===== config.mk =====
export PLATFORM = sky130hd
export DESIGN_NAME = baud_uart
export DESIGN_NICKNAME = d
export VERILOG_FILES = /design/src/rtl/uart_pkg.sv /design/src/rtl/baud_uart_tick.sv /design/src/rtl/baud_uart.sv
export SDC_FILE = /design/constraint.sdc
export NUM_CORES = 1
export LEC_CHECK = 0
export BUFFER_PORTS_ARGS = -buffer_cell sky130_fd_sc_hd__buf_2
export CORE_UTILIZATION = 35
export DETAILED_ROUTE_END_ITERATION = 7
export GPL_TIMING_DRIVEN = 0
export PLACE_DENSITY_LB_ADDON = 0.08
export RECOVER_POWER = 50
export SYNTH_ARGS = -nofsm -noshare
export SYNTH_HDL_FRONTEND = slang
export SYNTH_HIERARCHICAL = 1
export SYNTH_SLANG_ARGS = --single-unit

===== constraint.sdc =====
create_clock -name clk -period 6.1 [get_ports clk]
set_clock_uncertainty 0.2 [all_clocks]
set_input_delay 0.61 -clock clk [delete_from_list [all_inputs] [get_ports clk]]
set_output_delay 0.61 -clock clk [all_outputs]
set_load 0.005 [all_outputs]

===== src/rtl/uart_pkg.sv =====
// Shared frame constants and engine state encodings for the baud_uart console port.
package uart_pkg;

  localparam int FRAME_BITS = 10;
  localparam int DATA_BITS  = 8;
  localparam int CNT_W      = $clog2(FRAME_BITS);

  typedef enum logic [1:0] {TX_IDLE, TX_START, TX_DATA, TX_STOP} tx_state_e;
  typedef enum logic [1:0] {RX_IDLE, RX_START, RX_DATA, RX_STOP} rx_state_e;

endpackage


===== src/rtl/baud_uart_tick.sv =====
// Fractional bit-rate accumulator: adds baud (or 2*baud in half-bit mode) every clk
// and fires tick_o on the cycle the running sum reaches CLKFREQ.
module baud_tick #(
  parameter int unsigned CLKFREQ = 50_000_000
) (
  input  logic        clk,
  input  logic        resetq,
  input  logic [31:0] baud_i,
  input  logic        en_i,
  input  logic        clr_i,
  input  logic        half_i,
  output logic        tick_o
);

  localparam logic [33:0] MOD   = 34'(CLKFREQ);
  localparam logic [31:0] MOD32 = 32'(CLKFREQ);

  logic [31:0] acc_q, acc_d;
  logic [32:0] step;
  logic [33:0] sum;

  always_comb begin
    step   = half_i ? {baud_i, 1'b0} : {1'b0, baud_i};
    sum    = {2'b00, acc_q} + {1'b0, step};
    tick_o = 1'b0;
    acc_d  = acc_q;
    if (clr_i) begin
      acc_d = '0;
    end else if (en_i) begin
      // keeping the residue after a wrap is what makes the mean period exact
      if (sum >= MOD) begin
        tick_o = 1'b1;
        acc_d  = sum[31:0] - MOD32;
      end else begin
        acc_d = sum[31:0];
      end
    end
  end

  always_ff @(posedge clk or negedge resetq) begin
    if (!resetq) acc_q <= '0;
    else         acc_q <= acc_d;
  end

endmodule


===== src/rtl/baud_uart.sv =====
// Full-duplex 8N1 console UART with run-time baud; one baud_tick per engine.
// States: IDLE line idle | START start bit (RX: half-bit wait) | DATA 8 data bits | STOP stop bit.
module baud_uart
  import uart_pkg::*;
#(
  parameter int unsigned CLKFREQ = 50_000_000
) (
  input  logic                 clk,
  input  logic                 resetq,
  input  logic [31:0]          baud,
  input  logic                 rx,
  output logic                 tx,
  input  logic                 rd,
  input  logic                 wr,
  output logic                 valid,
  output logic                 busy,
  input  logic [DATA_BITS-1:0] tx_data,
  output logic [DATA_BITS-1:0] rx_data
);

  tx_state_e              tx_state_q, tx_state_d;
  logic [DATA_BITS-1:0]   tx_sh_q, tx_sh_d;
  logic [CNT_W-1:0]       tx_cnt_q, tx_cnt_d;
  logic                   tx_q, tx_d;
  logic                   tx_tick;

  rx_state_e              rx_state_q, rx_state_d;
  logic [DATA_BITS-1:0]   rx_sh_q, rx_sh_d;
  logic [CNT_W-1:0]       rx_cnt_q, rx_cnt_d;
  logic [DATA_BITS-1:0]   rx_data_q, rx_data_d;
  logic                   valid_q, valid_d;
  logic                   rx_s1_q, rx_s2_q, rx_prev_q;
  logic                   rx_tick, rx_got;

  baud_tick #(.CLKFREQ(CLKFREQ)) u_tx_tick (
    .clk    (clk),
    .resetq (resetq),
    .baud_i (baud),
    .en_i   (tx_state_q != TX_IDLE),
    .clr_i  (tx_state_q == TX_IDLE),
    .half_i (1'b0),
    .tick_o (tx_tick)
  );

  baud_tick #(.CLKFREQ(CLKFREQ)) u_rx_tick (
    .clk    (clk),
    .resetq (resetq),
    .baud_i (baud),
    .en_i   (rx_state_q != RX_IDLE),
    .clr_i  (rx_state_q == RX_IDLE),
    .half_i (rx_state_q == RX_START),
    .tick_o (rx_tick)
  );

  always_comb begin
    tx_state_d = tx_state_q;
    tx_sh_d    = tx_sh_q;
    tx_cnt_d   = tx_cnt_q;
    tx_d       = tx_q;
    unique case (tx_state_q)
      TX_IDLE: if (wr) begin
        tx_state_d = TX_START;
        tx_sh_d    = tx_data;
        tx_cnt_d   = '0;
        tx_d       = 1'b0;
      end
      TX_START: if (tx_tick) begin
        tx_state_d = TX_DATA;
        tx_d       = tx_sh_q[0];
        tx_sh_d    = tx_sh_q >> 1;
      end
      TX_DATA: if (tx_tick) begin
        if (tx_cnt_q == CNT_W'(DATA_BITS - 1)) begin
          tx_state_d = TX_STOP;
          tx_d       = 1'b1;
        end else begin
          tx_d     = tx_sh_q[0];
          tx_sh_d  = tx_sh_q >> 1;
          tx_cnt_d = tx_cnt_q + CNT_W'(1);
        end
      end
      TX_STOP: if (tx_tick) tx_state_d = TX_IDLE;
      default: tx_state_d = TX_IDLE;
    endcase
  end

  always_ff @(posedge clk or negedge resetq) begin
    if (!resetq) begin
      tx_state_q <= TX_IDLE;
      tx_sh_q    <= '0;
      tx_cnt_q   <= '0;
      tx_q       <= 1'b1;
    end else begin
      tx_state_q <= tx_state_d;
      tx_sh_q    <= tx_sh_d;
      tx_cnt_q   <= tx_cnt_d;
      tx_q       <= tx_d;
    end
  end

  // A start needs a high-to-low edge, so a line stuck low after a bad stop cannot re-arm.
  always_comb begin
    rx_state_d = rx_state_q;
    rx_sh_d    = rx_sh_q;
    rx_cnt_d   = rx_cnt_q;
    rx_data_d  = rx_data_q;
    rx_got     = 1'b0;
    unique case (rx_state_q)
      RX_IDLE: if (rx_prev_q && !rx_s2_q) rx_state_d = RX_START;
      RX_START: if (rx_tick) begin
        if (rx_s2_q) begin
          rx_state_d = RX_IDLE;
        end else begin
          rx_state_d = RX_DATA;
          rx_cnt_d   = '0;
        end
      end
      RX_DATA: if (rx_tick) begin
        rx_sh_d = {rx_s2_q, rx_sh_q[DATA_BITS-1:1]};
        if (rx_cnt_q == CNT_W'(DATA_BITS - 1)) rx_state_d = RX_STOP;
        else                                   rx_cnt_d   = rx_cnt_q + CNT_W'(1);
      end
      RX_STOP: if (rx_tick) begin
        rx_state_d = RX_IDLE;
        if (rx_s2_q) begin
          rx_data_d = rx_sh_q;
          rx_got    = 1'b1;
        end
      end
      default: rx_state_d = RX_IDLE;
    endcase
    valid_d = valid_q;
    if (rd)     valid_d = 1'b0;
    if (rx_got) valid_d = 1'b1;
  end

  always_ff @(posedge clk or negedge resetq) begin
    if (!resetq) begin
      rx_s1_q    <= 1'b1;
      rx_s2_q    <= 1'b1;
      rx_prev_q  <= 1'b1;
      rx_state_q <= RX_IDLE;
      rx_sh_q    <= '0;
      rx_cnt_q   <= '0;
      rx_data_q  <= '0;
      valid_q    <= 1'b0;
    end else begin
      rx_s1_q    <= rx;
      rx_s2_q    <= rx_s1_q;
      rx_prev_q  <= rx_s2_q;
      rx_state_q <= rx_state_d;
      rx_sh_q    <= rx_sh_d;
      rx_cnt_q   <= rx_cnt_d;
      rx_data_q  <= rx_data_d;
      valid_q    <= valid_d;
    end
  end

  assign tx      = tx_q;
  assign busy    = (tx_state_q != TX_IDLE);
  assign valid   = valid_q;
  assign rx_data = rx_data_q;

endmodule


## Word level (Yosys, flattened, before mapping)

Index checks and enable logic that the tools add are counted.

- Register bits after elaboration: 105
- Input port bits: 45
- Output and inout port bits: 11
- Word-level logic and storage cells: 113

- $add $sub $neg: 6
- $lt $le $gt $ge: 2
- Equal/unequal tests: 21
- Muxes and demuxes: 50
- Reductions and logical operators: 20

Operators by type and width:

| operator | count |
|---|---|
| $mux 32 | 6 |
| $ge 34x26->1 const B | 2 |
| $sub 32x26->32 const B | 2 |
| $add 32x33->34 | 1 |
| $add 32x32->33 | 1 |
| $mux 33 | 1 |
| $mux 8 | 4 |
| $mux 4 | 7 |
| $ne 2x2->1 const B | 13 |
| $pmux 8 s3 | 1 |
| $mux 2 | 11 |
| $reduce_and 5->1 | 4 |
| $pmux 2 s4 | 2 |
| $pmux 4 s2 | 2 |
| $mux 1 | 15 |
| $reduce_bool 2->1 | 7 |
| $add 4x1->4 const B | 2 |
| $eq 2x2->1 const B | 4 |
| $eq 4x3->1 const B | 2 |
| $reduce_and 4->1 | 2 |
| $eq 2x1->1 const B | 2 |
| $logic_not 2->1 | 2 |
| $pmux 1 s3 | 1 |
| $reduce_and 3->1 | 1 |
| other kinds (4) | 4 |

## Depth between registers and ports, before layout

- Word-level depth: 10
- Depth in mapped cells: 23
- Mapped depth without buffers: 17

## Hierarchy

The synthesis kept the hierarchy.

Modules (own cells, without submodules):

| module | times used | cells each | area an instance (µm²) | sequential area each (µm²) |
|---|---|---|---|---|
| baud_tick (u_rx_tick) | 1 | 549 | 4,531.8 | 800.8 |
| baud_tick (u_tx_tick) | 1 | 535 | 4,276.6 | 800.8 |
| baud_uart | 1 | 162 | 1,976.9 | 1,031.0 |

## Least setup slack after synthesis

No wires, ideal clock.

- Path kind: reg2reg
- Start: register (tool-made name)
- End: register rx_data_q[0] (netlist: rx_data[0])
- Library setup time: 0.125 ns
- Arrival: 5.129 ns
- Data required time: 5.775 ns
- Setup slack: 0.646 ns
- Stages on the path, launching flop included: 20
- Path buffers: 5
- Period minus slack after synthesis: 5.454 ns
- Path through: dfrtp_1 -> buf_2 -> nor2b_1 -> clkbuf_1 -> clkbuf_1 -> mux2_2 -> fa_1 -> a21o_1 -> a221oi_2 -> nor3_2 -> nor3_1 -> xnor2_2 -> o211a_2 -> o311ai_4 -> o31a_2 -> buf_2 -> a21oi_1 -> buf_2 -> nand4_1 -> mux2_2

RTL lines:

| what | RTL line | text |
|---|---|---|
| end signal: assignment | baud_uart.sv:154 | `rx_data_q <= rx_data_d;` |
| end: declaration | baud_uart.sv:30 | `logic [DATA_BITS-1:0] rx_data_q, rx_data_d;` |

==> results.yml <==
placed_design:
  dp_hpwl_um: 26400
  io_buffers: 55
  gp_congestion: 0.872
  pre_cts_slack_ns: -0.804
critical_path:
  worstPathRequired_ns: 6.16
  worstSetupEndpointType: "flop"
  worstSetupStartpointType: "flop"
  critical_path_class: "flop to flop"
  arrival_ns: 5.92
  crit_path_max_fanout: 10
  path_delay_family: "compound AO/OA/AOI/OAI gates"
  path_buf_inv: 5
  slowest_stage: "o31a_2"
  path_common_cell: "buf_2"
  crit_chain: "buf_2 -> nor2b_1 -> clkbuf_4 -> buf_4 -> mux2_2 -> fa_1 -> a21o_1 -> a221o_1 -> a21oi_2 -> xnor2_2 -> o2111a_2 -> o311a_4 -> o311ai_4 -> o31a_2 -> buf_2 -> a21oi_1 -> buf_2 -> nand4_1 -> and3_1 -> a311o_1"
  slowest_delay_ns: 0.45
routing:
  ant_nets: 0
  drt-total-wl_um: 33600
  route.detailed.drc: 0
  dr.pass1.iters: 6
  initialDrtViolationCount: 651
  vias: 9824
  via_per_inst: 5.71
  wl_per_cell_um: 19.5
sta:
  fmax_mhz: 171
  rsz0062_at_grt: "false"
  slew_viol_final: 90
  post-route-min-period_ns: 5.86
  max_slew_margin: -0.569
  period_share: 0.961
  hold_viol: 0
  worst_pin_slew_ns: 2.35
  holdWs_ns: 0.130
  setup_violations: 0
  postLayoutSetupSlackWorst_ns: 0.237
cts:
  clock-sinks: 105
  cts_buffer_depth: 2
  clockRootBuffer: "clkbuf_16"
  cts_tree: "done"
  insertion_delay_ns: 0.37
  cts.clk_slew.worst_paths_ns: 0.09
  cts_max_level: 3
  numCtsBuffers: 9
final_layout:
  layout_commonest_cell: "nor2_1"
  mostFrequentLayoutCells: "nor2_1, nand2_1, dfrtp_1, a21oi_1, mux2_2"
  fill_cells: 3132
  layout-drive-gt1-share: 0.220
  area_delta_synth_final_pct: 12.4
  final_nets: 1443
die:
  die-area_sq_mm: 0.0315
  die_w_um: 178
  ios: 56
  num_rows: 63
  core_area_sq_mm: 0.0300
  initial_core_util: 0.360
  die_y_um: 178
global_routing:
  grt-ovfl-total: 0
  grt_pass1_wl_um: 53200
  grt_pass1_vias: 9604
  grt_max_degree: 90
  antenna_found_initial: 2
  track_usage: 0.217
logic_synthesis:
  async_reset_ff_frac: 1.00
  synth-main-ff-cell: "dfrtp_1"
  syn_inst: 1246
  synth_cell_type_count: 107
  yosys_warnings: 6
  syn_nets: 1365
  yosysSeqAreaShare: 0.244
  avgSynthCellArea_sq_um: 8.66
  ys_ff_latch: 105
  synth_area_sq_mm: 0.0108
  synth_edf_count: 0
min_path:
  hold_path.class: "input port to flop"
outcome:
  violations: "max-capacitance violations, max-slew violations"
  outcome: "finished with violations"
job:
  max_cap_viol_count: 1
-- worst register-to-register path: cells and delay by family (launching register included) --
| kind | cells | cell delay (ns) |
|---|---|---|
| compound gates | 9 | 2.58 |
| buf+inv | 5 | 1.09 |
| simple gates | 3 | 0.47 |
| fa+ha+maj | 1 | 0.44 |
| mux | 1 | 0.39 |
| flops | 1 | 0.37 |
| xor+xnor | 1 | 0.20 |
-- cell families (layout without fill, tap and decap cells) --
logic type	after synthesis	count (layout)	synth area share
other cells	1	3	0.000348
simple gates	414	414	0.188
buf+inv	81	164	0.0341
compound gates	400	400	0.276
mux	112	112	0.118
flops	105	105	0.244
xor+xnor	59	59	0.0524
fa+ha+maj	74	74	0.0872
-- layer usage --
metal	track usage	wire, um	vias up	share of wire
li1	-	-	4886	-
met1	0.296	16200	4731	0.48
met2	0.362	15900	175	0.47
met3	0.0240	926	32	0.028
met4	0.0570	551	0	0.016
met5	0	0	-	0
-- sequential cells by signal, summed over array words and instances, names as in the netlist, 2 cells and up, named ones only --
signal           flops
rx_data              8
tx_state_q           2
u_tx_tick/acc_q     32
tx_cnt_q             4
rx_sh_q              8
tx_sh_q              8
u_rx_tick/acc_q     32
rx_cnt_q             4
-- final timing paths --
path	startpoint	end	slack, ns	cells past startpoint
max	flop	rx_cnt_q[3]$_DFFE_PN0P_	0.24	20
min	rx	rx_s1_q$_DFF_PN1_	0.13	1
max reg2reg	flop	rx_cnt_q[3]$_DFFE_PN0P_	0.24	20
min reg2reg	rx_s1_q$_DFF_PN1_	rx_s2_q$_DFF_PN1_	0.17	0
max in group asynchronous	resetq	u_tx_tick/acc_q[25]$_DFFE_PN0P_	2.08	3
min in group asynchronous	resetq	tx_state_q[1]$_DFFE_PN0P_	0.75	2
-- layout make-up --
type                       instances  area, sq um  share of cell area
inverter                          19         71.3             0.00589
multi-input combinational       1060         7940               0.655
clock buffer                       9          225              0.0186
clock inverter                     7         82.6             0.00681
tap                              390          488              0.0403
antenna                            2         5.00            0.000413
buffer                            62          309              0.0255
sequential                       105         2630               0.217
timing repair buffer              67          364              0.0300
-- repair_timing --
item,CTS,global route
setup endpoints to repair,32,21
hold buffers,1,0
gates resized for setup,11,27
cloned,0,0
pin swaps,2,9
hold endpoints to repair,16,0
setup buffers,3,7
-- per-stage QoR --
step | util | std cells | setup TNS, ns | cell area (sq um)
after floorplan | - | 1246 | 0 | 10800
after global placement | 0.386 | 1691 | -16.88 | 11500
after detailed placement | 0.387 | 1692 | -15.67 | 11600
after CTS | 0.400 | 1712 | 0 | 12000
after global routing | 0.405 | 1721 | 0 | 12100
final | 0.405 | 1721 | 0 | 12100
-- synthesized netlist by cell type (all sizes together) (9+ instances only) --
cell | number | area share
dfrtp | 101 | 0.23
a211oi | 37 | 0.029
nand3 | 33 | 0.016
mux2 | 95 | 0.10
ha | 72 | 0.084
a21boi | 9 | 0.0063
o21ai | 65 | 0.031
inv | 19 | 0.0066
mux2i | 17 | 0.016
or3 | 12 | 0.0071
buf | 31 | 0.017
nand2b | 13 | 0.0075
nor2b | 18 | 0.010
nor2 | 121 | 0.042
o211ai | 20 | 0.014
a2111o | 9 | 0.0094
xor2 | 21 | 0.018
a21oi | 102 | 0.048
a31oi | 13 | 0.0089
nor3 | 17 | 0.0088
nand4 | 26 | 0.016
o21a | 21 | 0.015
a21o | 22 | 0.015
clkbuf | 31 | 0.011
and2 | 13 | 0.0078
xnor2 | 38 | 0.035
nand2 | 117 | 0.041
and3 | 13 | 0.0077
Power is not shown: default switching activity piles up to over one toggle a cycle in this logic, so the estimate is an artifact.
